--- src/rtl/uart_tx_arbiter.sv ---
`default_nettype none
// ============================================================================
// Module   : uart_tx_arbiter
// Purpose  : Round-robin, packet-locked sharing of one uart_tx between two
//            byte-stream requesters (A and B).
// Revision : 1.0  initial release
// ============================================================================
module uart_tx_arbiter #(
   parameter int MAX_BURST    = 16,
   parameter int HOLD_TIMEOUT = 64
) (
   input  logic       i_clk,
   input  logic       i_reset_n,
   input  logic       i_a_valid,
   input  logic [7:0] i_a_data,
   input  logic       i_a_last,
   output logic       o_a_ready,
   input  logic       i_b_valid,
   input  logic [7:0] i_b_data,
   input  logic       i_b_last,
   output logic       o_b_ready,
   output logic       o_tx_start,
   output logic [7:0] o_tx_byte,
   input  logic       i_tx_done,
   output logic [1:0] o_grant,
   output logic       o_busy
);

   localparam logic [1:0] c_idle = 2'd0;
   localparam logic [1:0] c_send = 2'd1;
   localparam logic [1:0] c_wait = 2'd2;
   localparam logic [1:0] c_next = 2'd3;

   localparam logic [7:0]  c_max_burst = 8'(MAX_BURST);
   localparam logic [15:0] c_hold_last = 16'(HOLD_TIMEOUT - 1);

   logic [1:0]  r_state;
   logic        r_pref_b;
   logic [1:0]  r_grant;
   logic        r_last;
   logic [7:0]  r_burst_cnt;
   logic [15:0] r_to_cnt;
   logic [7:0]  r_tx_byte;

   logic       w_idle;
   logic       w_next;
   logic       w_pick_b;
   logic       w_owner_valid;
   logic [7:0] w_owner_data;
   logic       w_owner_last;

   assign w_idle   = (r_state == c_idle);
   assign w_next   = (r_state == c_next);
   // B wins in IDLE when it is alone, or when both are valid and B is preferred.
   assign w_pick_b = i_b_valid & (~i_a_valid | r_pref_b);

   assign w_owner_valid = (r_grant[0] & i_a_valid) | (r_grant[1] & i_b_valid);
   assign w_owner_data  = r_grant[1] ? i_b_data : i_a_data;
   assign w_owner_last  = r_grant[1] ? i_b_last : i_a_last;

   assign o_a_ready  = (w_idle & i_a_valid & ~w_pick_b) | (w_next & r_grant[0]);
   assign o_b_ready  = (w_idle & w_pick_b) | (w_next & r_grant[1]);
   assign o_tx_start = (r_state == c_send);
   assign o_tx_byte  = r_tx_byte;
   assign o_grant    = r_grant;
   assign o_busy     = ~w_idle;

   always_ff @(posedge i_clk or negedge i_reset_n) begin
      if (!i_reset_n) begin
         r_state     <= c_idle;
         r_pref_b    <= 1'b0;
         r_grant     <= 2'b00;
         r_last      <= 1'b0;
         r_burst_cnt <= 8'd0;
         r_to_cnt    <= 16'd0;
         r_tx_byte   <= 8'h00;
      end else begin
         case (r_state)
            c_idle: begin
               if (i_a_valid | i_b_valid) begin
                  r_tx_byte   <= w_pick_b ? i_b_data : i_a_data;
                  r_last      <= w_pick_b ? i_b_last : i_a_last;
                  r_grant     <= w_pick_b ? 2'b10 : 2'b01;
                  r_burst_cnt <= 8'd1;
                  r_state     <= c_send;
               end
            end
            c_send: begin
               r_state <= c_wait;
            end
            c_wait: begin
               if (i_tx_done) begin
                  if (r_last || (r_burst_cnt == c_max_burst)) begin
                     r_grant  <= 2'b00;
                     r_pref_b <= r_grant[0];
                     r_state  <= c_idle;
                  end else begin
                     r_to_cnt <= 16'd0;
                     r_state  <= c_next;
                  end
               end
            end
            c_next: begin
               if (w_owner_valid) begin
                  r_tx_byte   <= w_owner_data;
                  r_last      <= w_owner_last;
                  r_burst_cnt <= r_burst_cnt + 8'd1;
                  r_state     <= c_send;
               end else if (r_to_cnt == c_hold_last) begin
                  // Owner stalled too long: hand the transmitter to the other side.
                  r_grant  <= 2'b00;
                  r_pref_b <= r_grant[0];
                  r_state  <= c_idle;
               end else begin
                  r_to_cnt <= r_to_cnt + 16'd1;
               end
            end
            default: begin
               r_state <= c_idle;
            end
         endcase
      end
   end

endmodule
`default_nettype wire
--- config.mk ---
export PLATFORM = sky130hd
export DESIGN_NAME = uart_tx_arbiter
export DESIGN_NICKNAME = d
export VERILOG_FILES = /design/src/rtl/uart_tx_arbiter.sv
export SDC_FILE = /design/constraint.sdc
export NUM_CORES = 1
export LEC_CHECK = 0
export BUFFER_PORTS_ARGS = -buffer_cell sky130_fd_sc_hd__buf_2
export CORE_UTILIZATION = 40
export CTS_CLUSTER_DIAMETER = 120
export CTS_CLUSTER_SIZE = 8
export DETAILED_ROUTE_END_ITERATION = 10
export GPL_ROUTABILITY_DRIVEN = 0
export PLACE_DENSITY = 0.59
export SYNTH_ARGS = -nofsm -noshare
export SYNTH_HDL_FRONTEND = slang
export SYNTH_SLANG_ARGS = --single-unit
--- constraint.sdc ---
create_clock -name i_clk -period 2 [get_ports i_clk]
set_input_delay 0.1 -clock i_clk [delete_from_list [all_inputs] [get_ports i_clk]]
set_output_delay 0.1 -clock i_clk [all_outputs]
set_load 0.05 [all_outputs]
==> results.md, run 1 <==
* Initial Utilization at 42.3%
* Placement Cell Area at 2910 sq um
* Commonest non-fill, non-tap cell in the layout: buf_4
* Synth Net Count at 294
* Post-detail-place hpwl at 4.39 mm
* Initial antenna violation count at 0
* Post-synthesis area per instance at 9.01 sq um
* I/O Pins at 37
* Root Buffer: clkbuf_8
* Overall power at 5.24 mW
* Top post-synthesis cells by area: dfrtp_1, o21ai_0, nand2_1, ha_1, mux2i_1
* # clock sinks at 38
* Post-Synth Adder-Cell Area at 4.22%
* Post-synthesis mux area share at 5.65%
* Share of cells above drive strength 1 at 34.8%
* Post-route setup slack at -0.178 ns
* Post-synth top area cell: dfrtp_1
* DR iter-0 viols at 154
* CTS H-tree depth at 2
* Cells after synthesis at 263
* Hold Path Origin: i_b_data[1]
* Crit path launch type: flop
* Die area at 6240 sq um
* Die height at 79.0 um
* Residual DRC at 0
* Setup_tns at -0.687 ns
* Commonest non-fill, non-tap cells in the layout: buf_4, buf_2, dfrtp_1
* Place WS at -0.162 ns
* Compound-Gate Fraction of Synth Area at 22.4%
* Fill cells at 498
* Design Area, Final at 3230 sq um
* Synth Register Bits at 38
* Post-route ant nets at 0
* Status: finished with violations
* Max-slew violation count at 0
* FP Rows at 27
* GR Util All Layers at 21.1%
* WHS at 0.0844 ns
* CTS tree: done
* Clock latency at the later pin of the worst-skew pair at 0.30 ns
* Synth Area in XOR/XNOR at 0%
* Vias per cell at 5.68
* Ys Warns at 0
* Die Width at 79.0 um
* Largest net degree at the start of global routing at 28
* Synth Area in Simple Gates at 23.4%
* Min-delay worst type: in -> reg
* CP Max Fanout at 4
* DR WL/cell at 15.2 um
* Peak VDD IR at 0.000920 V
* Crit. Startpoint: r_to_cnt[14]$_DFFE_PN0P_
* Critical path data arrival time at 2.36 ns
* Final Hold Fails at 0
* Tmin final at 2.18 ns
* Distinct cells, synth at 45
* Worst-margin pin slew at 0.675 ns
* Port buffer count at 36
* Core Area at 5610 sq um
* Fmax at 0.459 GHz
* Failing checks: setup timing
* Worst Setup Path Type: reg -> reg
* Final net count at 369
* Part of the cycle the worst path needs at 109%
* # diodes at 0
* Final Skew at 0.00754 ns
* PD cells at 1620 nW/um^2
* Leak pwr at 1.39 nW
* Area grow syn2layout at 36.1%
* FF-to-FF Start: r_to_cnt[14]$_DFFE_PN0P_
* Via count at 2333
* Gr ovfl total at 0
* CTS clk-pin slew, worst paths at 0.08 ns
* FF-to-FF setup slack at -0.18 ns
* Rel. slew slack at 54.7%
* Unrepaired setup endpoints after global routing: yes
* Max cap viols at 0
* WP data required at 2.18 ns
* Clock Tree Buf Depth at 2
* Final setup viols at 6
* Cts bufs inserted at 5
* Post-synth top area share at 40.1%
* Setup crit end kind: flop
* Vias in the first global route at 2105
* Largest family of logic cells by synthesized area: simple AND/OR/NAND/NOR gates
* Routed WL at 6.27 mm
* Pre-antenna DRT Iters at 4
* Seq/Total Area, Yosys at 40.1%
* First-pass GRT wire length at 10.4 mm
* Synthesized area at 2370 sq um
-- critical path, cell delays in order (launching register included) --
cell,delay (ns)
dfrtp_1,0.39
or4b_4,0.55
or4_4,0.58
a211oi_2,0.24
mux2_4,0.32
-- Yosys cell counts (all sizes together) --
master and instances:
and2 3, a2bb2oi 3, o41ai 1, or2 3, o21ai 36, inv 11, nor2b 1, o211ai 13
dfrtp 38, a22oi 2, nand2b 4, mux2 3, or4b 2, a21oi 1, or3 7, nor3b 2
or3b 1, ha 8, o22ai 3, o221ai 4, or4 7, a31oi 2, nand3 11, nor2 4
nor4bb 1, o311ai 2, nand3b 5, nor3 7, nand4 6, and3 1, nor4b 1, nand2 29
buf 2, clkbuf 13, a22o 8, a2111oi 1, nor4 4, a311oi 1, a211oi 2, mux2i 10
-- cell families after synthesis --
| group | after synthesis |
|---|---|
| AOI/OAI and AO/OA | 79 |
| adders and majority gates | 8 |
| buffers and inverters | 26 |
| DFF | 38 |
| muxes | 13 |
| and+or+nand+nor | 99 |
-- stage by stage --
| step | std cells | util (%) |
|---|---|---|
| after global routing | 411 | 57.5 |
| after CTS | 407 | 55.5 |
| after global placement | 397 | 52.0 |
| after detailed placement | 397 | 52.0 |
| after floorplan | 263 | - |
| final | 411 | 57.5 |
-- timing repair --
item                                    CTS  global route
gates resized for setup                   8            19
pin swaps                                 1             9
endpoints found under the hold margin    21             0
endpoints found under the setup margin    7            32
setup buffers                             1             4
hold buffers                              1             0
-- final timing paths --
check / endpoint / cells after the start
worst min register to register: o_tx_byte[1]$_DFFE_PN0P_ / 2
worst min-delay path: o_tx_byte[1]$_DFFE_PN0P_ / 3
min in group asynchronous: r_to_cnt[13]$_DFFE_PN0P_ / 2
worst max register to register: r_pref_b$_DFFE_PN0P_ / 4
max in group asynchronous: r_to_cnt[4]$_DFFE_PN0P_ / 3
worst max-delay path: r_pref_b$_DFFE_PN0P_ / 4
-- flip-flops by register name, summed over array words and instances (netlist names) --
signal	flops
o_grant	2
o_tx_byte	8
r_burst_cnt	8
r_last	1
r_pref_b	1
r_state	2
r_to_cnt	16
-- where the power goes --
group          total (mW)  switching [mW]  internal, mW
registers            1.28           0.227          1.06
clock network       0.828           0.295         0.532
logic                3.13            1.85          1.28
-- area by class of cell --
| cell class | count | area [sq um] | area share [%] |
|---|---|---|---|
| sequential | 38 | 956 | 29.6 |
| clock inverter | 2 | 60.1 | 1.86 |
| multi-input combinational | 199 | 1430 | 44.3 |
| inverter | 11 | 41.3 | 1.28 |
| tap | 72 | 90.1 | 2.79 |
| clock buffer | 6 | 82.6 | 2.56 |
| timing repair buffer | 83 | 567 | 17.6 |
-- metal layers --
metal	GRT usage [%]	wire [um]
met3	3.91	218
met4	6.00	55
met5	0	0
met1	30.5	3080
met2	32.2	2910
(Power assumes the default switching activity.)
==> inputs of run 2 (changes only) <==
--- a/config.mk
+++ b/config.mk
@@ -12,6 +12,7 @@
 export DETAILED_ROUTE_END_ITERATION = 10
 export GPL_ROUTABILITY_DRIVEN = 0
 export PLACE_DENSITY = 0.59
+export SETUP_SLACK_MARGIN = 0.15
 export SYNTH_ARGS = -nofsm -noshare
 export SYNTH_HDL_FRONTEND = slang
 export SYNTH_SLANG_ARGS = --single-unit
==> run 2 against run 1 <==
Net effect:
- the run still ends with setup timing left
- clock skew about the same
- count of clock-buffer cells in the layout is the same
- critical endpoint unchanged
- hold slack hardly changed
- via count is 4.9% higher
- total power grew 11%
- largest cell class unchanged
==> results.md, run 2 (synthesis results as in run 1) <==
* Commonest non-fill, non-tap cell in the layout: buf_4
* Share of cells above drive strength 1 at 46.0%
* Rel. slew slack at 55.5%
* Part of the cycle the worst path needs at 108%
* FF-to-FF End: r_pref_b$_DFFE_PN0P_
* Die area at 6240 sq um
* Final setup viols at 5
* CP max stage cell: or4_4
* FF-to-FF Start: r_to_cnt[14]$_DFFE_PN0P_
* Hold Path Origin: i_b_data[3]
* Area occupied by multi-input gates at 1570 sq um
* Peak VDD IR at 0.000774 V
* Max reg flops at 16
* Setup crit end kind: flop
* CP max stage delay at 0.58 ns
* Initial Utilization at 42.3%
* Place WS at -0.169 ns
* Die height at 79.0 um
* DR iter-0 viols at 128
* Final Skew at 0.00802 ns
* Unrepaired setup endpoints after global routing: yes
* Largest net degree at the start of global routing at 27
* Post-detail-place hpwl at 4.54 mm
* Cts bufs inserted at 5
* Area grow syn2layout at 50.2%
* Pre-antenna DRT Iters at 4
* Via count at 2448
* # diodes at 0
* Initial antenna violation count at 0
* Max-slew violation count at 0
* Die Width at 79.0 um
* Vias in the first global route at 2170
* Leak pwr at 1.57 nW
* WP data required at 2.18 ns
* Top reg by flops: r_to_cnt
* Post-route ant nets at 0
* Design Area, Final at 3560 sq um
* # clock sinks at 38
* Hold Crit Endpoint: o_tx_byte[3]$_DFFE_PN0P_
* Setup_tns at -0.503 ns
* WHS at 0.0841 ns
* Overall power at 5.80 mW
* Worst-margin pin slew at 0.664 ns
* DR WL/cell at 15.9 um
* Routed WL at 6.86 mm
* Fin cells at 433
* Post-route setup slack at -0.167 ns
* Gr ovfl total at 0
* Tmin final at 2.17 ns
* I/O Pins at 37
* Vias per cell at 5.65
* Hold depth at 3
* Final net count at 391
* Final Hold Fails at 0
* Crit path launch type: flop
* CTS clk-pin slew, worst paths at 0.07 ns
* Port buffer count at 36
* Residual DRC at 0
* Cell total after placement at 402
* CP cell instances: or4b_4 > or4_4 > a211oi_2 > mux2_4
* Placement Cell Area at 2960 sq um
* Layout Utilization at 63.5%
* Min-delay worst type: in -> reg
* CTS tree: done
* GR Util All Layers at 22.0%
* Fill cells at 502
* First-pass GRT wire length at 10.6 mm
* CTS H-tree depth at 2
* Critical path data arrival time at 2.35 ns
* FP Rows at 27
* Status: finished with violations
* Root Buffer: clkbuf_8
* Core Area at 5610 sq um
* Clock latency at the later pin of the worst-skew pair at 0.30 ns
* Fmax at 0.461 GHz
* Commonest non-fill, non-tap cells in the layout: buf_4, buf_2, dfrtp_1
* Failing checks: setup timing
* Max cap viols at 0
* Worst Setup Path Type: reg -> reg
* Worst reg-to-reg path cell count at 4
* PD cells at 1630 nW/um^2
* Clock Tree Buf Depth at 2
* CP Max Fanout at 4
* FF-to-FF setup slack at -0.17 ns
* FF/Latch Area at 956 sq um
-- run 2: changes by cell type in the layout (fill, tap and decap cells not counted), sizes merged --
cell    before  now
buf         82  103
clkbuf       6    7
-- run 2: metal layers --
| layer | part of all wire [%] | vias to the layer above | GRT usage [%] |
|---|---|---|---|
| met1 | 46 | 1201 | 30.8 |
| met4 | 1.6 | 0 | 7.45 |
| li1 | - | 1195 | - |
| met5 | 0 | - | 0 |
| met2 | 49 | 41 | 34.0 |
| met3 | 3.5 | 11 | 4.25 |
-- run 2: power by group --
group	total, mW	internal [mW]	switching [mW]
Sequential	1.28	1.06	0.223
Combinational	3.70	1.60	2.09
Clock	0.825	0.532	0.293
-- run 2: worst max-delay path, delay by kind of cell, from the launching register on --
kind	cells	cell delay, ns
compound gates	1	0.23
flops	1	0.39
mux	1	0.31
simple gates	2	1.12
-- run 2: final cells by class --
class                   instances  share of cell area (%)
multi-input cells             199                    44.2
flip-flops and latches         38                    26.9
repair buffers                105                    21.2
well taps                      72                    2.53
clock buffers                   6                    2.32
clock inverters                 2                    1.69
inverters                      11                    1.16
-- run 2: repair_timing --
| item | in CTS | in global routing |
|---|---|---|
| gates resized for setup | 22 | 60 |
| endpoints found under the hold margin | 21 | 0 |
| endpoints found under the setup margin | 39 | 31 |
| cloned | 0 | 4 |
| hold buffers | 1 | 0 |
| buffers inserted | 5 | 13 |
| pin swaps | 7 | 15 |
-- run 2: worst max-delay path by stage --
stage	start	endpoint
after CTS	r_to_cnt[14]$_DFFE_PN0P_	r_pref_b$_DFFE_PN0P_
after floorplan	r_to_cnt[15]$_DFFE_PN0P_	r_pref_b$_DFFE_PN0P_
after detailed placement	r_to_cnt[15]$_DFFE_PN0P_	o_grant[0]$_DFFE_PN0P_
final	r_to_cnt[14]$_DFFE_PN0P_	r_pref_b$_DFFE_PN0P_
after global placement	r_to_cnt[15]$_DFFE_PN0P_	o_grant[1]$_DFFE_PN0P_
after global routing	r_to_cnt[14]$_DFFE_PN0P_	r_pref_b$_DFFE_PN0P_
==> inputs of run 3 (changes only) <==
--- a/config.mk
+++ b/config.mk
@@ -6,13 +6,14 @@
 export NUM_CORES = 1
 export LEC_CHECK = 0
 export BUFFER_PORTS_ARGS = -buffer_cell sky130_fd_sc_hd__buf_2
-export CORE_UTILIZATION = 40
+export CORE_UTILIZATION = 45
 export CTS_CLUSTER_DIAMETER = 120
 export CTS_CLUSTER_SIZE = 8
 export DETAILED_ROUTE_END_ITERATION = 10
 export GPL_ROUTABILITY_DRIVEN = 0
-export PLACE_DENSITY = 0.59
+export PLACE_DENSITY = 0.65
 export SETUP_SLACK_MARGIN = 0.15
+export SKIP_LAST_GASP = 1
 export SYNTH_ARGS = -nofsm -noshare
 export SYNTH_HDL_FRONTEND = slang
 export SYNTH_SLANG_ARGS = --single-unit
==> run 3 against run 2 <==
Net effect:
- the flow still finishes with violations (setup timing)
- combinational power is 18% higher
- hold slack better by 0.010 ns
- critical endpoint unchanged
- fmax is 0.26% lower
- largest cell class unchanged
- clock power is 22% lower
- count of clock-buffer cells in the layout is 1 lower
- largest power group unchanged
- worst setup slack worse by 0.0057 ns
==> results.md, run 3 (synthesis results as in run 1) <==
* # diodes at 0
* Part of the cycle the worst path needs at 109%
* Status: finished with violations
* Setup crit end kind: flop
* Pint at 3.46 mW
* Failing checks: setup timing
* PD cells at 1680 nW/um^2
* Hold Path Origin: i_a_data[4]
* Vias in the first global route at 2232
* Post-route ant nets at 0
* Pre-antenna DRT Iters at 4
* Via count at 2581
* Sw Pwr at 2.87 mW
* Die Width at 74.6 um
* Tmin final at 2.17 ns
* Layout Utilization at 74.5%
* DR WL/cell at 16.7 um
* Clock Tree Buf Depth at 2
* CTS H-tree depth at 2
* Clk network pwr share at 10.2%
* Peak VDD IR at 0.000777 V
* Min-delay worst type: in -> reg
* Die area at 5560 sq um
* Gr ovfl total at 0
* I/O Pins at 37
* Core Area at 5070 sq um
* Rel. slew slack at 68.4%
* Placement Cell Area at 2980 sq um
* Area grow syn2layout at 59.5%
* Max-slew violation count at 0
* DR iter-0 viols at 171
* First-pass GRT wire length at 10.3 mm
* Vias per cell at 5.85
* Worst-margin pin slew at 0.475 ns
* Initial Utilization at 46.7%
* Clock latency at the later pin of the worst-skew pair at 0.29 ns
* Final net count at 401
* Residual DRC at 0
* Fin cells at 441
* FF-to-FF Start: r_to_cnt[9]$_DFFE_PN0P_
* Fill cells at 343
* Unrepaired setup endpoints after global routing: yes
* # clock sinks at 38
* CTS clk-pin slew, worst paths at 0.08 ns
* Largest net degree at the start of global routing at 24
* Commonest non-fill, non-tap cells in the layout: buf_4, buf_2, dfrtp_1
* Share of cells above drive strength 1 at 52.3%
* Setup_tns at -0.973 ns
* Final setup viols at 11
* CTS tree: done
* FP Rows at 26
* FF-to-FF setup slack at -0.17 ns
* Top reg by flops: r_to_cnt
* Combinational Power Share at 69.2%
* Final Hold Fails at 0
* Leak pwr at 1.62 nW
* WHS at 0.0941 ns
* Post-detail-place hpwl at 4.27 mm
* CP Max Fanout at 4
* Sequential Power Share at 20.6%
* Routed WL at 7.34 mm
* Worst reg-to-reg path cell count at 4
* Design Area, Final at 3780 sq um
* Crit path launch type: flop
* Worst Setup Path Type: reg -> reg
* Fmax at 0.460 GHz
* Switching part of the total power at 45.3%
* Cts bufs inserted at 5
* Post-route setup slack at -0.173 ns
* FF-to-FF End: r_pref_b$_DFFE_PN0P_
* Max reg flops at 16
* Die height at 74.6 um
* Initial antenna violation count at 0
* Root Buffer: clkbuf_8
* GR Util All Layers at 24.1%
* Hold depth at 3
* Critical path data arrival time at 2.36 ns
* Final Skew at 0.0107 ns
* Port buffer count at 36
* WP data required at 2.19 ns
* Commonest non-fill, non-tap cell in the layout: buf_4
* Max cap viols at 0
* Hold Crit Endpoint: o_tx_byte[4]$_DFFE_PN0P_
* Cell total after placement at 401
-- run 3: cell types whose count changed in the layout (fill, tap and decap cells not counted), moves of 2 or more --
cell,previous run,this run
o21ai_0,23,12
o21ai_2,9,15
o21ai_1,4,9
buf_6,14,18
mux2i_1,10,7
buf_2,35,37
buf_8,0,2
clkbuf_16,0,2
clkinv_2,0,2
mux2i_2,0,2
nand2_2,5,3
nor3_1,7,5
nor3_2,0,2
-- run 3: what timing repair did --
item	in CTS	in global routing
endpoints found under the hold margin	19	0
gates cloned	1	5
hold buffers	1	0
buffers inserted	9	16
setup endpoints to repair	36	34
pin swaps	14	35
gates resized for setup	36	83
-- run 3: stage by stage --
stage          worst slack [ns]  total power, mW
4_1_cts                  -0.147             5.20
5_1_grt                  -0.215             6.68
3_5_place_dp             -0.141             4.18
6_report                 -0.173             6.33
2_1_floorplan            -0.116             3.17
3_3_place_gp             -0.109             4.13
-- run 3: worst max-delay path: stages, from the launching register on --
cell	delay, ns
dfrtp_1	0.38
or4_4	0.55
or4_4	0.59
a211oi_2	0.24
mux2_4	0.31
-- run 3: worst max-delay path by stage --
stage                                   from                     end  slack [ns]  depth (start not counted)
floorplan           r_to_cnt[15]$_DFFE_PN0P_    r_pref_b$_DFFE_PN0P_       -0.12                          4
global placement    r_to_cnt[15]$_DFFE_PN0P_    r_pref_b$_DFFE_PN0P_       -0.11                          4
detailed placement  r_to_cnt[15]$_DFFE_PN0P_  o_grant[0]$_DFFE_PN0P_       -0.14                          4
CTS                 r_to_cnt[10]$_DFFE_PN0P_    r_pref_b$_DFFE_PN0P_       -0.15                          4
global route         r_to_cnt[9]$_DFFE_PN0P_    r_pref_b$_DFFE_PN0P_       -0.22                          4
finish               r_to_cnt[9]$_DFFE_PN0P_    r_pref_b$_DFFE_PN0P_       -0.17                          4
-- run 3: power groups by stage --
stage                     Sequential, mW  Combinational [mW]  Clock (mW)
after global routing                1.34                4.65       0.691
after global placement              1.24                2.89           0
after detailed placement            1.25                2.92           0
final                               1.31                4.38       0.646
after floorplan                     1.63                1.54           0
after CTS                           1.27                3.27       0.658
-- run 3: per-layer routing --
metal,global-route usage [%],up-vias,wire length [um]
met4,6.50,0,108
met5,0,-,0
met2,41.5,72,3790
met3,3.66,13,324
li1,-,1216,-
met1,31.6,1280,3120
-- run 3: layout make-up --
cell class                      count  area, sq um  area share (%)
Inverter                           11         43.8            1.16
Clock buffer                        5         68.8            1.82
Sequential cell                    38          957            25.3
Multi-Input combinational cell    200         1690            44.6
Tap cell                           70         87.6            2.32
Clock inverter                      3         40.0            1.06
Timing Repair Buffer              114          896            23.7
